--- src/rtl/instruction_sequencer_pkg.sv ---
// rtl/instruction_sequencer_pkg.sv - opcodes, instruction word layout and slot timing for instruction_sequencer
package instr_seq_pkg;

    localparam int INSTR_W       = 34;
    localparam int DEF_SHORT_LAT = 3;
    localparam int DEF_LONG_LAT  = 21;

    localparam logic [2:0] OP_WR  = 3'd0;
    localparam logic [2:0] OP_RD  = 3'd1;
    localparam logic [2:0] OP_NOT = 3'd2;
    localparam logic [2:0] OP_AND = 3'd3;
    localparam logic [2:0] OP_OR  = 3'd4;
    localparam logic [2:0] OP_ADD = 3'd5;
    localparam logic [2:0] OP_SUB = 3'd6;
    localparam logic [2:0] OP_SHL = 3'd7;
    localparam logic [2:0] OP_NOP = 3'b001;

    // Field order fixes the bit positions: op [33:31], ra1 [30:26], ra2 [25:21], wa [20:16], wdata [15:0]
    typedef struct packed {
        logic [2:0]  op;
        logic [4:0]  ra1;
        logic [4:0]  ra2;
        logic [4:0]  wa;
        logic [15:0] wdata;
    } instr_t;

    function automatic int slot_len(input logic [2:0] op,
                                    input int short_lat = DEF_SHORT_LAT,
                                    input int long_lat  = DEF_LONG_LAT);
        return (op > OP_OR) ? long_lat : short_lat;
    endfunction

endpackage

--- src/rtl/instruction_sequencer_if.sv ---
// rtl/instruction_sequencer_if.sv - host instruction push handshake
interface instr_seq_if;
    import instr_seq_pkg::*;

    logic               instr_valid;
    logic               instr_ready;
    logic [INSTR_W-1:0] instr_word;

    modport master (output instr_valid, output instr_word, input instr_ready);
    modport slave  (input instr_valid, input instr_word, output instr_ready);

endinterface

--- src/rtl/instruction_sequencer_fifo.sv ---
// rtl/instruction_sequencer_fifo.sv - synchronous instruction FIFO with full/empty/count
module seq_instr_fifo #(
    parameter int WIDTH = 34,
    parameter int DEPTH = 8,
    localparam int AW   = $clog2(DEPTH)
) (
    input  logic             clk,
    input  logic             rst_n,
    input  logic             push,
    input  logic [WIDTH-1:0] wdata,
    input  logic             pop,
    output logic [WIDTH-1:0] rdata,
    output logic             full,
    output logic             empty,
    output logic [AW:0]      count
);

    logic [WIDTH-1:0] mem_q [DEPTH];
    logic [AW-1:0]    wr_ptr_q, wr_ptr_d, rd_ptr_q, rd_ptr_d;
    logic [AW:0]      count_q, count_d;
    logic             do_push, do_pop;

    assign full  = (count_q == (AW+1)'(DEPTH));
    assign empty = (count_q == '0);
    assign count = count_q;
    assign rdata = mem_q[rd_ptr_q];

    // A full FIFO still takes a write when the head leaves in the same cycle
    assign do_pop  = pop && !empty;
    assign do_push = push && (!full || do_pop);

    always_comb begin
        wr_ptr_d = wr_ptr_q + AW'(do_push);
        rd_ptr_d = rd_ptr_q + AW'(do_pop);
        count_d  = count_q + (AW+1)'(do_push) - (AW+1)'(do_pop);
    end

    always_ff @(posedge clk or negedge rst_n) begin
        if (!rst_n) begin
            wr_ptr_q <= '0;
            rd_ptr_q <= '0;
            count_q  <= '0;
        end else begin
            wr_ptr_q <= wr_ptr_d;
            rd_ptr_q <= rd_ptr_d;
            count_q  <= count_d;
        end
    end

    always_ff @(posedge clk) begin
        if (do_push) mem_q[wr_ptr_q] <= wdata;
    end

endmodule

--- src/rtl/instruction_sequencer.sv ---
// rtl/instruction_sequencer.sv - issue stage feeding instruction_processor one slot per instruction
// INSTR_SEQ_PERF_EN adds retired_cnt/nop_cnt outputs.
module instruction_sequencer
    import instr_seq_pkg::*;
#(
    parameter int DEPTH     = 8,
    parameter int SHORT_LAT = DEF_SHORT_LAT,
    parameter int LONG_LAT  = DEF_LONG_LAT
) (
    input  logic        clk,
    input  logic        rst_n,
    instr_seq_if.slave  host,
    input  logic        done,
    input  logic [15:0] calculated_value,
    output logic [2:0]  opcode,
    output logic [4:0]  read_address1,
    output logic [4:0]  read_address2,
    output logic [4:0]  write_address,
    output logic [15:0] write_data,
    output logic        busy,
    output logic        result_valid,
    output logic [15:0] result,
    output logic        sync_err
`ifdef INSTR_SEQ_PERF_EN
    ,
    output logic [15:0] retired_cnt,
    output logic [15:0] nop_cnt
`endif
);

    localparam int     CNT_W    = $clog2(LONG_LAT + 1);
    localparam instr_t NOP_SLOT = instr_t'({OP_NOP, 31'd0});

    typedef enum logic {S_LOAD, S_RUN} state_t;

    state_t             state_q, state_d;
    logic [CNT_W-1:0]   cnt_q, cnt_d;
    instr_t             slot_q, slot_d;
    logic               busy_q, busy_d, first_q, first_d;
    logic               chk_q, chk_d, cap_q, cap_d;
    logic               result_valid_q, result_valid_d, sync_err_q, sync_err_d;
    logic [15:0]        result_q, result_d;

    instr_t             head;
    logic [$clog2(DEPTH):0] fifo_count;
    logic               fifo_full, fifo_empty, have_word, pop;

    seq_instr_fifo #(.WIDTH(INSTR_W), .DEPTH(DEPTH)) u_fifo (
        .clk   (clk),
        .rst_n (rst_n),
        .push  (host.instr_valid && host.instr_ready),
        .wdata (host.instr_word),
        .pop   (pop),
        .rdata (head),
        .full  (fifo_full),
        .empty (fifo_empty),
        .count (fifo_count)
    );

    assign host.instr_ready = !fifo_full;
    assign have_word        = !fifo_empty && (fifo_count != '0);

    always_comb begin
        state_d        = state_q;
        cnt_d          = cnt_q;
        slot_d         = slot_q;
        busy_d         = busy_q;
        first_d        = first_q;
        chk_d          = 1'b0;
        cap_d          = 1'b0;
        result_valid_d = 1'b0;
        result_d       = result_q;
        sync_err_d     = sync_err_q || (chk_q && !done);
        pop            = 1'b0;
        if (cap_q) begin
            result_d       = calculated_value;
            result_valid_d = 1'b1;
        end
        // LOAD shares its edge with the last RUN edge, so slots abut with no bubble
        if (state_q == S_LOAD) begin
            chk_d   = !first_q;
            cap_d   = (slot_q.op > OP_OR);
            first_d = 1'b0;
            pop     = have_word;
            slot_d  = have_word ? head : NOP_SLOT;
            busy_d  = have_word;
            cnt_d   = CNT_W'(slot_len(slot_d.op, SHORT_LAT, LONG_LAT));
            state_d = S_RUN;
        end else begin
            cnt_d = cnt_q - CNT_W'(1);
            if (cnt_q == CNT_W'(2)) state_d = S_LOAD;
        end
    end

    always_ff @(posedge clk or negedge rst_n) begin
        if (!rst_n) begin
            state_q        <= S_LOAD;
            cnt_q          <= '0;
            slot_q         <= NOP_SLOT;
            busy_q         <= 1'b0;
            first_q        <= 1'b1;
            chk_q          <= 1'b0;
            cap_q          <= 1'b0;
            result_valid_q <= 1'b0;
            result_q       <= '0;
            sync_err_q     <= 1'b0;
        end else begin
            state_q        <= state_d;
            cnt_q          <= cnt_d;
            slot_q         <= slot_d;
            busy_q         <= busy_d;
            first_q        <= first_d;
            chk_q          <= chk_d;
            cap_q          <= cap_d;
            result_valid_q <= result_valid_d;
            result_q       <= result_d;
            sync_err_q     <= sync_err_d;
        end
    end

    assign opcode        = slot_q.op;
    assign read_address1 = slot_q.ra1;
    assign read_address2 = slot_q.ra2;
    assign write_address = slot_q.wa;
    assign write_data    = slot_q.wdata;
    assign busy          = busy_q;
    assign result_valid  = result_valid_q;
    assign result        = result_q;
    assign sync_err      = sync_err_q;

`ifdef INSTR_SEQ_PERF_EN
    logic [15:0] retired_q, retired_d, nops_q, nops_d;

    always_comb begin
        retired_d = retired_q;
        nops_d    = nops_q;
        if (state_q == S_LOAD && !first_q) begin
            if (busy_q) retired_d = retired_q + 16'd1;
            else        nops_d    = nops_q + 16'd1;
        end
    end

    always_ff @(posedge clk or negedge rst_n) begin
        if (!rst_n) begin
            retired_q <= '0;
            nops_q    <= '0;
        end else begin
            retired_q <= retired_d;
            nops_q    <= nops_d;
        end
    end

    assign retired_cnt = retired_q;
    assign nop_cnt     = nops_q;
`endif

endmodule

--- src/flat_wrapper.sv ---
// flat-port wrapper written by rule: the top's interface ports become plain ports
module instruction_sequencer_flat import instr_seq_pkg::*;
#(
    parameter int DEPTH     = 8,
    parameter int SHORT_LAT = DEF_SHORT_LAT,
    parameter int LONG_LAT  = DEF_LONG_LAT
)
  (clk, rst_n, done, calculated_value, opcode, read_address1, read_address2, write_address, write_data, busy, result_valid, result, sync_err, host_instr_valid, host_instr_word, host_instr_ready);
  instr_seq_if host_i ();
  input  logic clk;
  input  logic rst_n;
  input  logic done;
  input  logic [15:0] calculated_value;
  output logic [2:0] opcode;
  output logic [4:0] read_address1;
  output logic [4:0] read_address2;
  output logic [4:0] write_address;
  output logic [15:0] write_data;
  output logic busy;
  output logic result_valid;
  output logic [15:0] result;
  output logic sync_err;
  input wire logic [$bits(host_i.instr_valid)-1:0] host_instr_valid;
  input wire logic [$bits(host_i.instr_word)-1:0] host_instr_word;
  output wire logic [$bits(host_i.instr_ready)-1:0] host_instr_ready;
  assign host_i.instr_valid = host_instr_valid;
  assign host_i.instr_word = host_instr_word;
  assign host_instr_ready = host_i.instr_ready;
  instruction_sequencer #(.DEPTH(DEPTH), .SHORT_LAT(SHORT_LAT), .LONG_LAT(LONG_LAT)) u_core (.clk(clk), .rst_n(rst_n), .host(host_i), .done(done), .calculated_value(calculated_value), .opcode(opcode), .read_address1(read_address1), .read_address2(read_address2), .write_address(write_address), .write_data(write_data), .busy(busy), .result_valid(result_valid), .result(result), .sync_err(sync_err));
endmodule
--- config.mk ---
export PLATFORM = sky130hd
export DESIGN_NAME = instruction_sequencer_flat
export DESIGN_NICKNAME = d
export VERILOG_FILES = /design/src/rtl/instruction_sequencer_pkg.sv /design/src/rtl/instruction_sequencer_if.sv /design/src/rtl/instruction_sequencer_fifo.sv /design/src/rtl/instruction_sequencer.sv /design/src/flat_wrapper.sv
export SDC_FILE = /design/constraint.sdc
export NUM_CORES = 1
export LEC_CHECK = 0
export ABC_AREA = 1
export CORE_MARGIN = 1
export CORE_UTILIZATION = 54
export CTS_BUF_LIST = sky130_fd_sc_hd__clkbuf_8
export CTS_CLUSTER_SIZE = 8
export DETAILED_ROUTE_END_ITERATION = 12
export PLACE_DENSITY = 0.83
export SETUP_SLACK_MARGIN = 0.05
export SYNTH_ARGS = -nofsm -noshare
export SYNTH_HDL_FRONTEND = slang
export SYNTH_SLANG_ARGS = --single-unit
--- constraint.sdc ---
create_clock -name clk -period 3.15 [get_ports clk]
set_clock_uncertainty 0.1 [all_clocks]
set_input_delay 0.7875 -clock clk [delete_from_list [all_inputs] [get_ports clk]]
set_output_delay 0.7875 -clock clk [all_outputs]
set_load 0.03 [all_outputs]
==> reports/results.ini, run 1 <==
[outcome]
status = complete, no violations

[routing]
vias_per_cell = 5.51
vias = 8409
ant_nets = 0
wire_per_inst_um = 17.9
first_pass_iters = 5
wl_um = 27300
drcViolationCount = 0
drtIter0Drc = 733

[global_routing]
first_global_vias = 8479
grt_max_degree = 138
grt_pass1_wl_um = 43800
grt.overflow.total = 0
antenna_found_initial = 1
grt_use_total_pct = 21.9

[timing]
relSlewSlack_pct = 42.1
clock.fmax_mhz = 358
worst_slew_pin_slew_ns = 0.868
finalHoldViolations = 0
setup_violations = 0
period_share_pct = 88.6
maxSlewViolCount = 0
min_period_ns = 2.79
finalWorstSetupSlack_ns = 0.358
rsz0062_at_grt = false

[synth]
synth_ff_type = edfxtp_1
syn_avg_cell_area_um2 = 13.0
synth_simple_gate_area_share_pct = 9.76
synth_area_leader_cell = edfxtp_1
synthTopCellsByArea = edfxtp_1, dfrtp_1, nor2_1
synth_top_family_by_area = simple AND/OR/NAND/NOR gates
ys_seq_area_share_pct = 74.4
yosysWarnings = 0
synth_top_area_share_pct = 60.9
yosysMostFrequentCell = edfxtp_1
ys_types = 31
synth_fa_ha_area_share_pct = 1.27
synth_compound_area_share_pct = 9.74
synth_edf_count = 272
async_reset_ff_share_pct = 20.9
postSynthCellCount = 1030
synth_nets = 1097
ys_ff_latch = 344
synthTopCellsByCount = edfxtp_1, nor2_1, o21ai_0
synth_area_um2 = 13400
synth-xor-area-share_pct = 0.327
synthMuxAreaShare_pct = 1.34

[power]
p_int_mw = 9.29
p_leak_nw = 5.87
powerDensity_nw_per_um2 = 910
comb_power_share_pct = 33.2
power.switching_mw = 5.18
swShare_pct = 35.8
vdd_ir_drop_max_mv = 0.539
clkPwrFrac_pct = 22.5
sequentialPowerShare_pct = 44.3

[worst_setup_path]
crit_slowest_cell = clkdlybuf4s50_1
start_kind = flop
path_cells = inv_1, ha_1, nand3_1, clkdlybuf4s50_1
cp-endpoint = host_instr_ready
timing_worst_setup_path_type = reg -> out
startpoint = u_core.u_fifo.count[2]
rrSetupSlack_ns = 0.90
crit_fanout = 3
critPathArrivalTime_ns = 1.90
rr_endpoint = u_core.u_fifo.count[2]
ff2ff_path_depth = 10
rr_startpoint = u_core.u_fifo.count[2]
required_ns = 2.26
max_stage_delay_ns = 0.67
path_buf_inv = 2
worst_setup_path_end_kind = output port
path_delay_family = buffers and inverters
cp_num_cells = 4

[cells_and_area]
fillers = 1676
drive_gt1_share_pct = 11.2
utilization_pct = 65.4
nets = 1229
multiInputGateArea_um2 = 3080
areaGrowthSynthToFinish_pct = 18.5
seqCellArea_um2 = 9980

[clock_tree]
clkTransAtPathRegs_ns = 0.06
cts_resized = 0
cts_hold_buf = 0
cts.sinks = 344
worstSkewPairLatency_ns = 0.58
clk_path_buf_depth = 3
cts_tree = built
h-tree-depth = 2
cts_root_buf = clkbuf_8
cts-buffers-inserted = 53
cts_setup_buffers = 0

[floorplanning]
core_area_um2 = 24300
fp.dieH_um = 160
die_x_um = 160
rows = 57
dieArea_um2 = 25500
start_util_pct = 55.1
ioPinCount = 108

[run]
cap_violations = 0

[place]
gp_congestion = 0.776
numPortBuffers = 107
pre_cts_slack_ns = 0.386
dp_hpwl_um = 16300

[worst_hold_path]
min_path_type = in -> async

final cells by class:
class | instances | share of cell area [%]
Antenna cell | 1 | 0.0157
Clock buffer | 58 | 5.02
Clock inverter | 36 | 0.905
Inverter | 28 | 0.677
Multi-Input combinational cell | 598 | 19.4
Sequential cell | 344 | 62.8
Tap cell | 324 | 2.55
Timing Repair Buffer | 137 | 8.69
cell families after synthesis:
kind of cell | Yosys count
multiplexers | 16
AND/OR/NAND/NOR | 335
XOR/XNOR | 5
adder cells (fa/ha/maj) | 13
AO/OA/AOI/OAI | 229
buffers and inverters | 88
flip-flops | 344
power by group through the flow:
stage	clock network (mW)	registers [mW]	logic, mW
6_report	3.26	6.41	4.80
5_1_grt	3.54	6.51	5.28
4_1_cts	3.33	6.40	4.83
3_5_place_dp	0	6.48	4.80
3_3_place_gp	0	6.45	4.63
2_1_floorplan	0	6.88	2.69
worst min path at each step:
| stage | start | endpoint | slack (ns) | cells after the start |
|---|---|---|---|---|
| floorplan | u_core.cap_q | u_core.result_valid | 0.25 | 0 |
| global placement | u_core.cnt_q[0] | u_core.cnt_q[0] | 0.32 | 1 |
| detailed placement | u_core.cnt_q[0] | u_core.cnt_q[0] | 0.32 | 1 |
| CTS | rst_n | u_core.write_data[4] | 0.12 | 1 |
| global route | rst_n | u_core.write_data[4] | 0.15 | 1 |
| finish | rst_n | u_core.write_data[4] | 0.13 | 1 |
layout by cell type, fill, tap and decap left out, drive strengths merged, types with 2 or more instances in the layout:
cell,n
ha,12
dfstp,2
clkinv,5
mux2,16
nand2,112
edfxtp,272
buf,31
nand3,17
nand4,2
dfrtp,70
o21ai,159
a21oi,5
o211ai,62
clkdlybuf4s50,106
inv,58
nor2,201
clkbuf,58
xor2,4
layer usage:
| layer | vias up | global-route usage [%] | share of wire [%] |
|---|---|---|---|
| met2 | 353 | 36.6 | 49 |
| li1 | 3936 | - | - |
| met4 | 0 | 7.30 | 1.9 |
| met3 | 48 | 4.06 | 7.3 |
| met5 | - | 0 | 0 |
| met1 | 4072 | 29.0 | 42 |
through the flow:
step                setup TNS (ns)  total power [mW]  area, um2  hold slack (ns)  instances
detailed placement               0              11.3      15000            0.322       1431
global placement                 0              11.1      15000            0.319       1431
global route                     0              15.3      15900            0.148       1526
finish                           0              14.5      15900            0.127       1526
CTS                              0              14.6      15900            0.118       1525
floorplan                   -11.50              9.57      13400            0.252       1030
registers in the layout, summed over array words and instances (netlist names), 4 cells and up:
signal                flops
u_core.read_address1      5
u_core.u_fifo.mem_q     272
u_core.read_address2      5
u_core.cnt_q              5
u_core.u_fifo.count       4
u_core.write_data        16
u_core.result            16
u_core.write_address      5
No activity file was read; power rests on OpenSTA's default activity.
==> run 2: changes to the inputs <==
Settings changed: SETUP_SLACK_MARGIN 0.05 to not set.
==> results of run 2 <==
Same layout as run 1: the final DEF is identical, and so are final timing and power.
==> run 3: changes to the inputs <==
Settings changed: PLACE_DENSITY 0.83 to not set, PLACE_DENSITY_LB_ADDON set to 0.15, TNS_END_PERCENT set to 100.
==> run 3 against run 2 <==
Net effect:
- clock-buffer cell count increased by 1
- sequential power fell by 0.6%
- global-route usage grew 0.17 points
- wire length grew 0.26%
- sequential share of layout area about the same
- utilization about the same
- register-to-register slack improved by 0.09 ns
- critical path depth stayed put
- critical endpoint unchanged
- highest routed layer unchanged
==> reports/results.ini, run 3 (synthesis gave the netlist of run 1 again) <==
[place]
numPortBuffers = 107
dp_hpwl_um = 16300
pre_cts_slack_ns = 0.416
gp_congestion = 0.743

[cells_and_area]
diodes = 0
nets = 1231
final_cell_mix = edfxtp_1, nor2_1, o21ai_0
areaGrowthSynthToFinish_pct = 18.6
fillers = 1791
utilization_pct = 65.4
largest_register_ffs = 272
regMostFlops = u_core.u_fifo.mem_q
final_common_cell = edfxtp_1
drive_gt1_share_pct = 11.2

[clock_tree]
cts_setup_buffers = 0
cts-buffers-inserted = 54
worstSkewPairLatency_ns = 0.58
cts.sinks = 344
clkTransAtPathRegs_ns = 0.06
cts_resized = 0
h-tree-depth = 2
cts_hold_buf = 0
clk_path_buf_depth = 3
cts_tree = built
cts_root_buf = clkbuf_8

[worst_setup_path]
max_stage_delay_ns = 0.67
crit_slowest_cell = clkdlybuf4s50_1
crit_fanout = 3
critPathArrivalTime_ns = 1.91
start_kind = flop
required_ns = 2.26
timing_worst_setup_path_type = reg -> out
worst_setup_path_end_kind = output port
path_cells = inv_1, ha_1, nand3_1, clkdlybuf4s50_1

[power]
swShare_pct = 35.8
p_int_mw = 9.33
sequentialPowerShare_pct = 43.9
clkPwrFrac_pct = 23.0
vdd_ir_drop_max_mv = 0.553
powerDensity_nw_per_um2 = 913
comb_power_share_pct = 33.1
p_leak_nw = 5.90
power.switching_mw = 5.19

[floorplanning]
start_util_pct = 55.1
rows = 57
fp.dieH_um = 160
ioPinCount = 108
core_area_um2 = 24300
die_x_um = 160
dieArea_um2 = 25500

[global_routing]
grt_use_total_pct = 22.0
grt_pass1_wl_um = 44200
grt.overflow.total = 0
first_global_vias = 8502
antenna_found_initial = 0
grt_max_degree = 138

[outcome]
status = complete, no violations

[timing]
setup_violations = 0
min_period_ns = 2.79
setup_tns_ns = 0
finalWorstSetupSlack_ns = 0.356
rsz0062_at_grt = false
clock.fmax_mhz = 358
maxSlewViolCount = 0
period_share_pct = 88.7
finalHoldViolations = 0
relSlewSlack_pct = 55.9
worst_slew_pin_slew_ns = 0.661
holdWs_ns = 0.0682

[worst_hold_path]
min_path_type = in -> async

[run]
cap_violations = 0

[routing]
vias = 8274
drtIter0Drc = 675
drcViolationCount = 0
vias_per_cell = 5.40
first_pass_iters = 5
ant_nets = 0
wire_per_inst_um = 17.9
wl_um = 27400

run 3: cell count changes in the layout (fill, tap and decap cells not counted), sizes merged:
| cell | previous run | this run |
|---|---|---|
| clkinv | 5 | 8 |
| inv | 58 | 60 |
| buf | 31 | 32 |
| clkbuf | 58 | 59 |
| clkinvlp | 1 | 0 |
| diode | 1 | 0 |
run 3: layer usage:
layer  share of wire, %  routed length (um)  vias to the layer above  GRT usage [%]
met5                  0                   0                        -              0
met2                 50               13600                      228           37.2
met3                4.7                1280                       42           3.93
met1                 44               12000                     4067           29.0
li1                   -                   -                     3937              -
met4                1.9                 511                        0           7.43
run 3: power by group through the flow:
stage | sequential, mW | clock (mW) | combinational, mW
after CTS | 6.37 | 3.43 | 4.87
after global placement | 6.43 | 0 | 4.76
final | 6.37 | 3.34 | 4.81
after global routing | 6.47 | 3.62 | 5.33
after floorplan | 6.88 | 0 | 2.69
after detailed placement | 6.45 | 0 | 4.86
run 3: area by class of cell:
class | count | area (um2) | area share, %
sequential | 344 | 9980 | 62.7
inverter | 28 | 106 | 0.669
tap | 324 | 405 | 2.55
timing repair buffer | 138 | 1360 | 8.57
multi-input combinational | 598 | 3070 | 19.3
clock inverter | 40 | 166 | 1.05
clock buffer | 59 | 812 | 5.10
run 3: critical path, delay by kind of cell (launching register included):
kind / cells / cell delay (ns)
adder cells (fa/ha/maj): 1 / 0.20
buffers and inverters: 2 / 0.74
flip-flops: 1 / 0.32
AND/OR/NAND/NOR: 1 / 0.10
run 3: stage by stage:
stage | cells | cell area [um2] | total power [mW]
6_report | 1531 | 15900 | 14.5
5_1_grt | 1531 | 15900 | 15.4
4_1_cts | 1531 | 15900 | 14.7
3_5_place_dp | 1432 | 14900 | 11.3
3_3_place_gp | 1432 | 14900 | 11.2
2_1_floorplan | 1030 | 13400 | 9.57
run 3: path summary, 6_finish.rpt:
path	startpoint	endpoint	slack, ns	cells after the start
worst max-delay path	u_core.u_fifo.count[2]	host_instr_ready	0.36	4
worst min-delay path	rst_n	u_core.u_fifo.wr_ptr_q[0]	0.07	1
worst max register to register	u_core.u_fifo.count[2]	u_core.u_fifo.count[2]	0.99	10
worst min register to register	u_core.cnt_q[0]	u_core.cnt_q[0]	0.33	1
max in group asynchronous	rst_n	u_core.opcode[0]	2.24	2
min in group clk	u_core.cnt_q[0]	u_core.cnt_q[0]	0.33	1
